**src/rtl/mc_alu_pkg.sv**
```systemverilog
// Shared opcode encodings and FSM state type for the multi-cycle ALU.
package mc_alu_pkg;

   localparam logic [3:0] OP_ADD = 4'd0;
   localparam logic [3:0] OP_SUB = 4'd1;
   localparam logic [3:0] OP_AND = 4'd2;
   localparam logic [3:0] OP_OR  = 4'd3;
   localparam logic [3:0] OP_XOR = 4'd4;
   localparam logic [3:0] OP_NOT = 4'd5;
   localparam logic [3:0] OP_SHL = 4'd6;
   localparam logic [3:0] OP_SHR = 4'd7;
   localparam logic [3:0] OP_MUL = 4'd8;
   localparam logic [3:0] OP_DIV = 4'd9;
   localparam logic [3:0] OP_MOD = 4'd10;
   localparam logic [3:0] OP_EQ  = 4'd11;

   typedef enum logic [1:0] {
      ST_IDLE = 2'd0,
      ST_MUL  = 2'd1,
      ST_DIV  = 2'd2,
      ST_DONE = 2'd3
   } state_t;

   // Opcodes 1100..1111 are unassigned.
   function automatic logic is_illegal_op(input logic [3:0] op);
      return op[3] & op[2];
   endfunction

endpackage

```
**src/rtl/mc_alu_divider.sv**
```systemverilog
// Iterative restoring divider: one quotient bit per cycle, WIDTH cycles per divide.
module mc_alu_divider
   import mc_alu_pkg::*;
#(
   parameter int WIDTH = 8
) (
   input  logic             clk,
   input  logic             rst_n,
   input  logic             start_i,
   input  logic [WIDTH-1:0] a_i,
   input  logic [WIDTH-1:0] b_i,
   output logic [WIDTH-1:0] quotient_o,
   output logic [WIDTH-1:0] remainder_o,
   output logic             done_o
);

   localparam int CW = $clog2(WIDTH) + 1;
   localparam logic [CW-1:0] LAST = CW'(WIDTH - 1);

   logic             busy_q;
   logic [CW-1:0]    cnt_q;
   logic [WIDTH-1:0] rem_q;
   logic [WIDTH-1:0] quo_q;
   logic [WIDTH-1:0] dvs_q;

   logic [WIDTH:0]   shifted;
   logic [WIDTH:0]   trial;
   logic [WIDTH-1:0] rem_n;
   logic [WIDTH-1:0] quo_n;

   // Outputs carry the result of the step taking place this cycle, so the
   // caller can capture the final quotient/remainder on the same edge.
   always_comb begin
      shifted = {rem_q, quo_q[WIDTH-1]};
      trial   = shifted - {1'b0, dvs_q};
      if (trial[WIDTH]) begin
         rem_n = shifted[WIDTH-1:0];
         quo_n = {quo_q[WIDTH-2:0], 1'b0};
      end else begin
         rem_n = trial[WIDTH-1:0];
         quo_n = {quo_q[WIDTH-2:0], 1'b1};
      end
   end

   assign quotient_o  = quo_n;
   assign remainder_o = rem_n;
   assign done_o      = busy_q && (cnt_q == LAST);

   always_ff @(posedge clk or negedge rst_n) begin
      if (!rst_n) begin
         busy_q <= 1'b0;
         cnt_q  <= '0;
         rem_q  <= '0;
         quo_q  <= '0;
         dvs_q  <= '0;
      end else if (start_i) begin
         busy_q <= 1'b1;
         cnt_q  <= '0;
         rem_q  <= '0;
         quo_q  <= a_i;
         dvs_q  <= b_i;
      end else if (busy_q) begin
         rem_q <= rem_n;
         quo_q <= quo_n;
         cnt_q <= cnt_q + 1'b1;
         if (done_o) begin
            busy_q <= 1'b0;
         end
      end
   end

endmodule

```
**src/rtl/mc_alu.sv**
```systemverilog
// Multi-cycle ALU: single-cycle logic/arith ops, iterative shift-add multiply,
// restoring divide/modulo, valid/ready on both request and result sides.
module mc_alu
   import mc_alu_pkg::*;
#(
   parameter int WIDTH = 8
) (
   input  logic               clk,
   input  logic               rst_n,
   input  logic               in_valid,
   output logic               in_ready,
   input  logic [WIDTH-1:0]   A,
   input  logic [WIDTH-1:0]   B,
   input  logic [3:0]         sel,
   output logic               out_valid,
   input  logic               out_ready,
   output logic [2*WIDTH-1:0] result,
   output logic               zero,
   output logic               dbz,
   output logic               illegal,
   output state_t             dbg_state_o
);

   localparam int W2 = 2 * WIDTH;
   localparam int CW = $clog2(WIDTH) + 1;
   localparam int SW = $clog2(WIDTH);
   localparam logic [CW-1:0] LAST = CW'(WIDTH - 1);

   // Handshake: a request transfers on a rising edge where in_valid && in_ready;
   // a result transfers on a rising edge where out_valid && out_ready. Outputs
   // stay stable while out_valid is high and out_ready is low.

   state_t           state_q, state_d;
   logic [W2-1:0]    result_q, result_d;
   logic             zero_q, zero_d;
   logic             dbz_q, dbz_d;
   logic             illegal_q, illegal_d;
   logic             is_mod_q, is_mod_d;
   logic [W2-1:0]    mcand_q, mcand_d;
   logic [WIDTH-1:0] mplier_q, mplier_d;
   logic [W2-1:0]    acc_q, acc_d;
   logic [CW-1:0]    cnt_q, cnt_d;

   logic             accept;
   logic [W2-1:0]    a_ext, b_ext;
   logic [SW-1:0]    shamt;
   logic [W2-1:0]    alu_res;
   logic [W2-1:0]    mul_sum;
   logic             load_res;
   logic [W2-1:0]    res_new;
   logic             div_start;
   logic [WIDTH-1:0] div_quo, div_rem;
   logic             div_done;

   assign in_ready    = (state_q == ST_IDLE) || ((state_q == ST_DONE) && out_ready);
   assign accept      = in_valid && in_ready;
   assign out_valid   = (state_q == ST_DONE);
   assign result      = result_q;
   assign zero        = zero_q;
   assign dbz         = dbz_q;
   assign illegal     = illegal_q;
   assign dbg_state_o = state_q;

   assign a_ext   = {{WIDTH{1'b0}}, A};
   assign b_ext   = {{WIDTH{1'b0}}, B};
   assign shamt   = SW'(32'(B) % WIDTH);
   assign mul_sum = acc_q + (mplier_q[0] ? mcand_q : '0);

   always_comb begin
      alu_res = '0;
      case (sel)
         OP_ADD:  alu_res = a_ext + b_ext;
         OP_SUB:  alu_res = a_ext - b_ext;
         OP_AND:  alu_res = a_ext & b_ext;
         OP_OR:   alu_res = a_ext | b_ext;
         OP_XOR:  alu_res = a_ext ^ b_ext;
         OP_NOT:  alu_res = {{WIDTH{1'b0}}, ~A};
         OP_SHL:  alu_res = a_ext << shamt;
         OP_SHR:  alu_res = a_ext >> shamt;
         OP_EQ:   alu_res = {{(W2-1){1'b0}}, (A == B)};
         default: alu_res = '0;
      endcase
   end

   always_comb begin
      state_d   = state_q;
      result_d  = result_q;
      zero_d    = zero_q;
      dbz_d     = dbz_q;
      illegal_d = illegal_q;
      is_mod_d  = is_mod_q;
      mcand_d   = mcand_q;
      mplier_d  = mplier_q;
      acc_d     = acc_q;
      cnt_d     = cnt_q;
      div_start = 1'b0;
      load_res  = 1'b0;
      res_new   = '0;

      case (state_q)
         ST_MUL: begin
            acc_d    = mul_sum;
            mcand_d  = mcand_q << 1;
            mplier_d = mplier_q >> 1;
            cnt_d    = cnt_q + 1'b1;
            if (cnt_q == LAST) begin
               state_d  = ST_DONE;
               cnt_d    = '0;
               load_res = 1'b1;
               res_new  = mul_sum;
            end
         end
         ST_DIV: begin
            if (div_done) begin
               state_d  = ST_DONE;
               load_res = 1'b1;
               res_new  = is_mod_q ? {{WIDTH{1'b0}}, div_rem} : {{WIDTH{1'b0}}, div_quo};
            end
         end
         ST_DONE: begin
            if (out_ready) begin
               state_d = ST_IDLE;
            end
         end
         default: ;
      endcase

      // Accept overrides the DONE->IDLE retire so back-to-back requests see no bubble.
      if (accept) begin
         dbz_d     = 1'b0;
         illegal_d = 1'b0;
         is_mod_d  = (sel == OP_MOD);
         if (is_illegal_op(sel)) begin
            state_d   = ST_DONE;
            illegal_d = 1'b1;
            load_res  = 1'b1;
            res_new   = '0;
         end else if (sel == OP_MUL) begin
            state_d  = ST_MUL;
            mcand_d  = a_ext;
            mplier_d = B;
            acc_d    = '0;
            cnt_d    = '0;
         end else if ((sel == OP_DIV) || (sel == OP_MOD)) begin
            if (B == '0) begin
               state_d  = ST_DONE;
               dbz_d    = 1'b1;
               load_res = 1'b1;
               res_new  = (sel == OP_MOD) ? a_ext : {{WIDTH{1'b0}}, {WIDTH{1'b1}}};
            end else begin
               state_d   = ST_DIV;
               div_start = 1'b1;
            end
         end else begin
            state_d  = ST_DONE;
            load_res = 1'b1;
            res_new  = alu_res;
         end
      end

      if (load_res) begin
         result_d = res_new;
         zero_d   = (res_new == '0);
      end
   end

   always_ff @(posedge clk or negedge rst_n) begin
      if (!rst_n) begin
         state_q   <= ST_IDLE;
         result_q  <= '0;
         zero_q    <= 1'b0;
         dbz_q     <= 1'b0;
         illegal_q <= 1'b0;
         is_mod_q  <= 1'b0;
         mcand_q   <= '0;
         mplier_q  <= '0;
         acc_q     <= '0;
         cnt_q     <= '0;
      end else begin
         state_q   <= state_d;
         result_q  <= result_d;
         zero_q    <= zero_d;
         dbz_q     <= dbz_d;
         illegal_q <= illegal_d;
         is_mod_q  <= is_mod_d;
         mcand_q   <= mcand_d;
         mplier_q  <= mplier_d;
         acc_q     <= acc_d;
         cnt_q     <= cnt_d;
      end
   end

   mc_alu_divider #(
      .WIDTH(WIDTH)
   ) u_divider (
      .clk         (clk),
      .rst_n       (rst_n),
      .start_i     (div_start),
      .a_i         (A),
      .b_i         (B),
      .quotient_o  (div_quo),
      .remainder_o (div_rem),
      .done_o      (div_done)
   );

endmodule

```
**config.mk**
```make
export PLATFORM = sky130hd
export DESIGN_NAME = mc_alu
export DESIGN_NICKNAME = d
export VERILOG_FILES = /design/src/rtl/mc_alu_pkg.sv /design/src/rtl/mc_alu_divider.sv /design/src/rtl/mc_alu.sv
export SDC_FILE = /design/constraint.sdc
export NUM_CORES = 1
export LEC_CHECK = 0
export CORE_MARGIN = 2
export CORE_UTILIZATION = 40
export DETAILED_ROUTE_END_ITERATION = 7
export PLACE_DENSITY_LB_ADDON = 0.12
export SYNTH_ARGS = -nofsm -noshare
export SYNTH_HDL_FRONTEND = slang
export SYNTH_SLANG_ARGS = --single-unit
```
**constraint.sdc**
```tcl
create_clock -name clk -period 3.1 [get_ports clk]
set_input_delay 0.62 -clock clk [delete_from_list [all_inputs] [get_ports clk]]
set_output_delay 0.62 -clock clk [all_outputs]
set_load 0.03 [all_outputs]
```
==> flow_summary.yaml <==
timing:
  fin_ws_ns: -0.442
  skew_ns: 0.0154
  period_minus_slack_ns: 3.54
  fin_tns_setup_ns: -0.478
  slew-limit-headroom_pct: 52.2
  hold_viol: 0
  rsz0062_at_grt: "true"
  finalSetupViolations: 2
  worst_slew_pin_slew_ns: 0.718
  maxSlewViolCount: 0
  period_share_pct: 114
  clock.fmax_mhz: 282
route:
  vias: 8329
  routedWlPerCell_um: 18.6
  topRoutingLayerUsed: "met4"
  viasPerCell: 5.49
  dr.pass1.iters: 5
  met3_length_mm: 1.56
  wl_met2_mm: 13.0
  ant_nets: 0
  wl_met1_mm: 13.1
  drc_errors: 0
  routed_wl_mm: 28.3
  initialDrtViolationCount: 593
yosys:
  synth-async-reset-ratio_pct: 100
  ys.flop_type: "dfrtp_1"
  ys_types: 86
  syn-instance-count: 973
  seq_area_frac_synth_pct: 29.5
  synth_nets: 1055
  ys.warnings.count: 0
  ys_seq_elements: 95
  synth_edf_count: 0
  synth.avg_cell_area_um2: 8.27
  netlist_area_um2: 8050
cts:
  cts_buffers: 9
  htree_levels: 3
  cts_tree: "yes"
  cts_buffer_depth: 2
  cts-root-buf: "clkbuf_16"
  insertion_delay_ns: 0.37
  clk_pin_slew_ns: 0.08
  cts_sinks: 95
grt:
  track_usage_pct: 26.7
  gr-total-overflow: 0
  grt_max_degree: 49
  grt_pass1_vias: 8194
  grt_pass1_wl_mm: 44.7
  grt_antenna_before_repair: 0
layout:
  finalNetCount: 1328
  area_delta_synth_final_pct: 42.4
  diodes: 0
  final_cells: 1516
  fillCellCount: 1857
  ff_latch_area_um2: 2380
  multi_input_area_um2: 5630
  drive_gt1_share_pct: 31.7
  postLayoutCellArea_um2: 11500
  final_core_util_pct: 58.5
flow_run:
  max_cap_violations: 0
placement:
  post_dp_cell_area_um2: 10700
  pre_cts_ws_ns: -1.11
  dp_hpwl_mm: 22.3
  dp_cells: 1487
  io_buffer_count: 46
  place.gp.congestion: 0.986
worst_setup_path:
  worstSetupStartpointType: "register"
  critical_path_buf_inv_count: 3
  path_max_fanout: 3
  cp_slowest_cell: "a2111o_1"
  critPathRequiredTime_ns: 3.37
  slowest_delay_ns: 0.40
  path_cells: "inv_1 > ha_2 > fa_2 > nor2b_2 > o31a_1 > a41oi_2 > xnor2_2 > buf_4 > mux2i_1 > buf_4 > a21o_1 > nand3_1 > a2111o_1 > a2111o_1 > o31ai_2"
  cp-end-kind: "register"
  arrival_ns: 3.82
  critPathTopFamily: "compound AO/OA/AOI/OAI gates"
  critPathKind: "register to register"
floorplanning:
  initial_core_util_pct: 41.1
  num_rows: 51
  die_area_um2: 21300
  die_y_um: 146
  ios: 47
  core_um2: 19600
  die_w_um: 146
min_path:
  hold_path_class: "primary input to async pin"
power:
  power_density_nw_per_um2: 842
  power_leakage_nw: 5.17
  peakVddDrop_mv: 0.442
run_status:
  status: "finished with violations"
  violations: "setup timing"
-- synthesized netlist by cell type, types with 7 or more instances --
library cell | instances | area (um^2)
o21ai_0 | 86 | 430
mux2i_1 | 66 | 661
a21oi_1 | 56 | 280
o22ai_1 | 13 | 81.3
nand2_1 | 96 | 360
xnor2_1 | 14 | 123
inv_1 | 39 | 146
o21a_1 | 10 | 75.1
a21o_1 | 15 | 113
buf_2 | 7 | 35.0
nor3_1 | 15 | 75.1
ha_1 | 54 | 676
nand2b_1 | 12 | 75.1
nor2_1 | 112 | 420
dfrtp_1 | 95 | 2380
a211oi_1 | 16 | 120
xor2_1 | 8 | 70.1
clkbuf_1 | 39 | 146
buf_6 | 7 | 78.8
a31oi_1 | 13 | 81.3
nor2b_1 | 12 | 75.1
mux2_2 | 10 | 113
and2_1 | 21 | 131
nand3_1 | 23 | 115
-- metal layers --
layer  vias to the layer above  track usage (%)
met5                         -                0
met4                         0             8.04
met3                        48             5.08
met2                       229             42.3
met1                      3999             36.9
li1                       4053                -
-- cell type report --
class / count / area share [%]
Inverter: 45 / 1.52
Clock buffer: 9 / 1.97
Sequential cell: 95 / 20.7
Clock inverter: 7 / 0.786
Tap cell: 265 / 2.89
Multi-Input combinational cell: 771 / 49.1
Timing Repair Buffer: 324 / 23.0
-- flip-flops by register name, indices dropped and copies added, names as in the netlist --
register and cells:
zero 1, u_divider.cnt_q 4, dbg_state_o 2, illegal 1
acc_q 16, result 16, is_mod_q 1, u_divider.dvs_q 8
mcand_q 16, dbz 1, mplier_q 8, u_divider.rem_q 8
cnt_q 4, u_divider.busy_q 1, u_divider.quo_q 8
-- kinds of logic (layout without fill, tap and decap cells) --
logic type	Yosys count	count (layout)	synth area share (%)
AO/OA/AOI/OAI	277	277	22.3
XOR/XNOR	22	22	2.39
adder cells (fa/ha/maj)	58	58	9.39
buffers and inverters	107	385	5.94
flip-flops	95	95	29.5
multiplexers	82	82	11.0
AND/OR/NAND/NOR	332	332	19.5
-- stage by stage --
step	total power [W]	hold WS (ns)
final	0.00965	0.179
after global routing	0.0104	0.207
after detailed placement	0.00794	0.456
after CTS	0.00939	0.194
after floorplan	0.00553	0.324
after global placement	0.00787	0.450
-- where the power goes --
part | internal [W] | switching (W) | leakage, nW
registers | 0.00182 | 0.000400 | 1.16
clock network | 0.000644 | 0.000552 | 0.147
logic | 0.00309 | 0.00315 | 3.86
total | 0.00555 | 0.00410 | 5.17
-- worst paths after layout --
| path | startpoint | end | slack (ns) | cells after the start |
|---|---|---|---|---|
| min reg2reg | result[6] | result[6] | 0.47 | 2 |
| min in group clk | result[6] | result[6] | 0.47 | 2 |
| max in group asynchronous | rst_n | illegal | 2.30 | 2 |
| min | rst_n | u_divider.dvs_q[3] | 0.18 | 1 |
| max reg2reg | u_divider.quo_q[7] | zero | -0.44 | 15 |
| max | u_divider.quo_q[7] | zero | -0.44 | 15 |
-- placed cells by master (no fill, tap or decap), types with 8 or more instances in the layout --
master           count
o21a_1              10
a21oi_1             46
clkbuf_16            9
nand2b_1            12
mux2_2              10
clkdlybuf4s50_1     41
nor3_1              13
nor2_1             107
inv_1               37
ha_1                40
and2_1              18
o22ai_1             12
xnor2_1             13
a21oi_2              8
dfrtp_1             95
o21ai_0             75
o21ai_1             12
nand2_1             95
ha_4                10
a31oi_1             13
mux2i_1             64
nand3_1             23
a21o_1              15
buf_4              271
a211oi_1            12
xor2_1               8
nor2b_1             10
-- repair_timing --
action / in CTS / in global routing
gates resized for setup: 30 / 52
pin swaps: 10 / 18
setup buffers: 9 / 3
hold buffers: 0 / 0
setup endpoints to repair: 11 / 12
gates cloned: 1 / 0
Note: power is estimated with default switching activity, not from simulation.
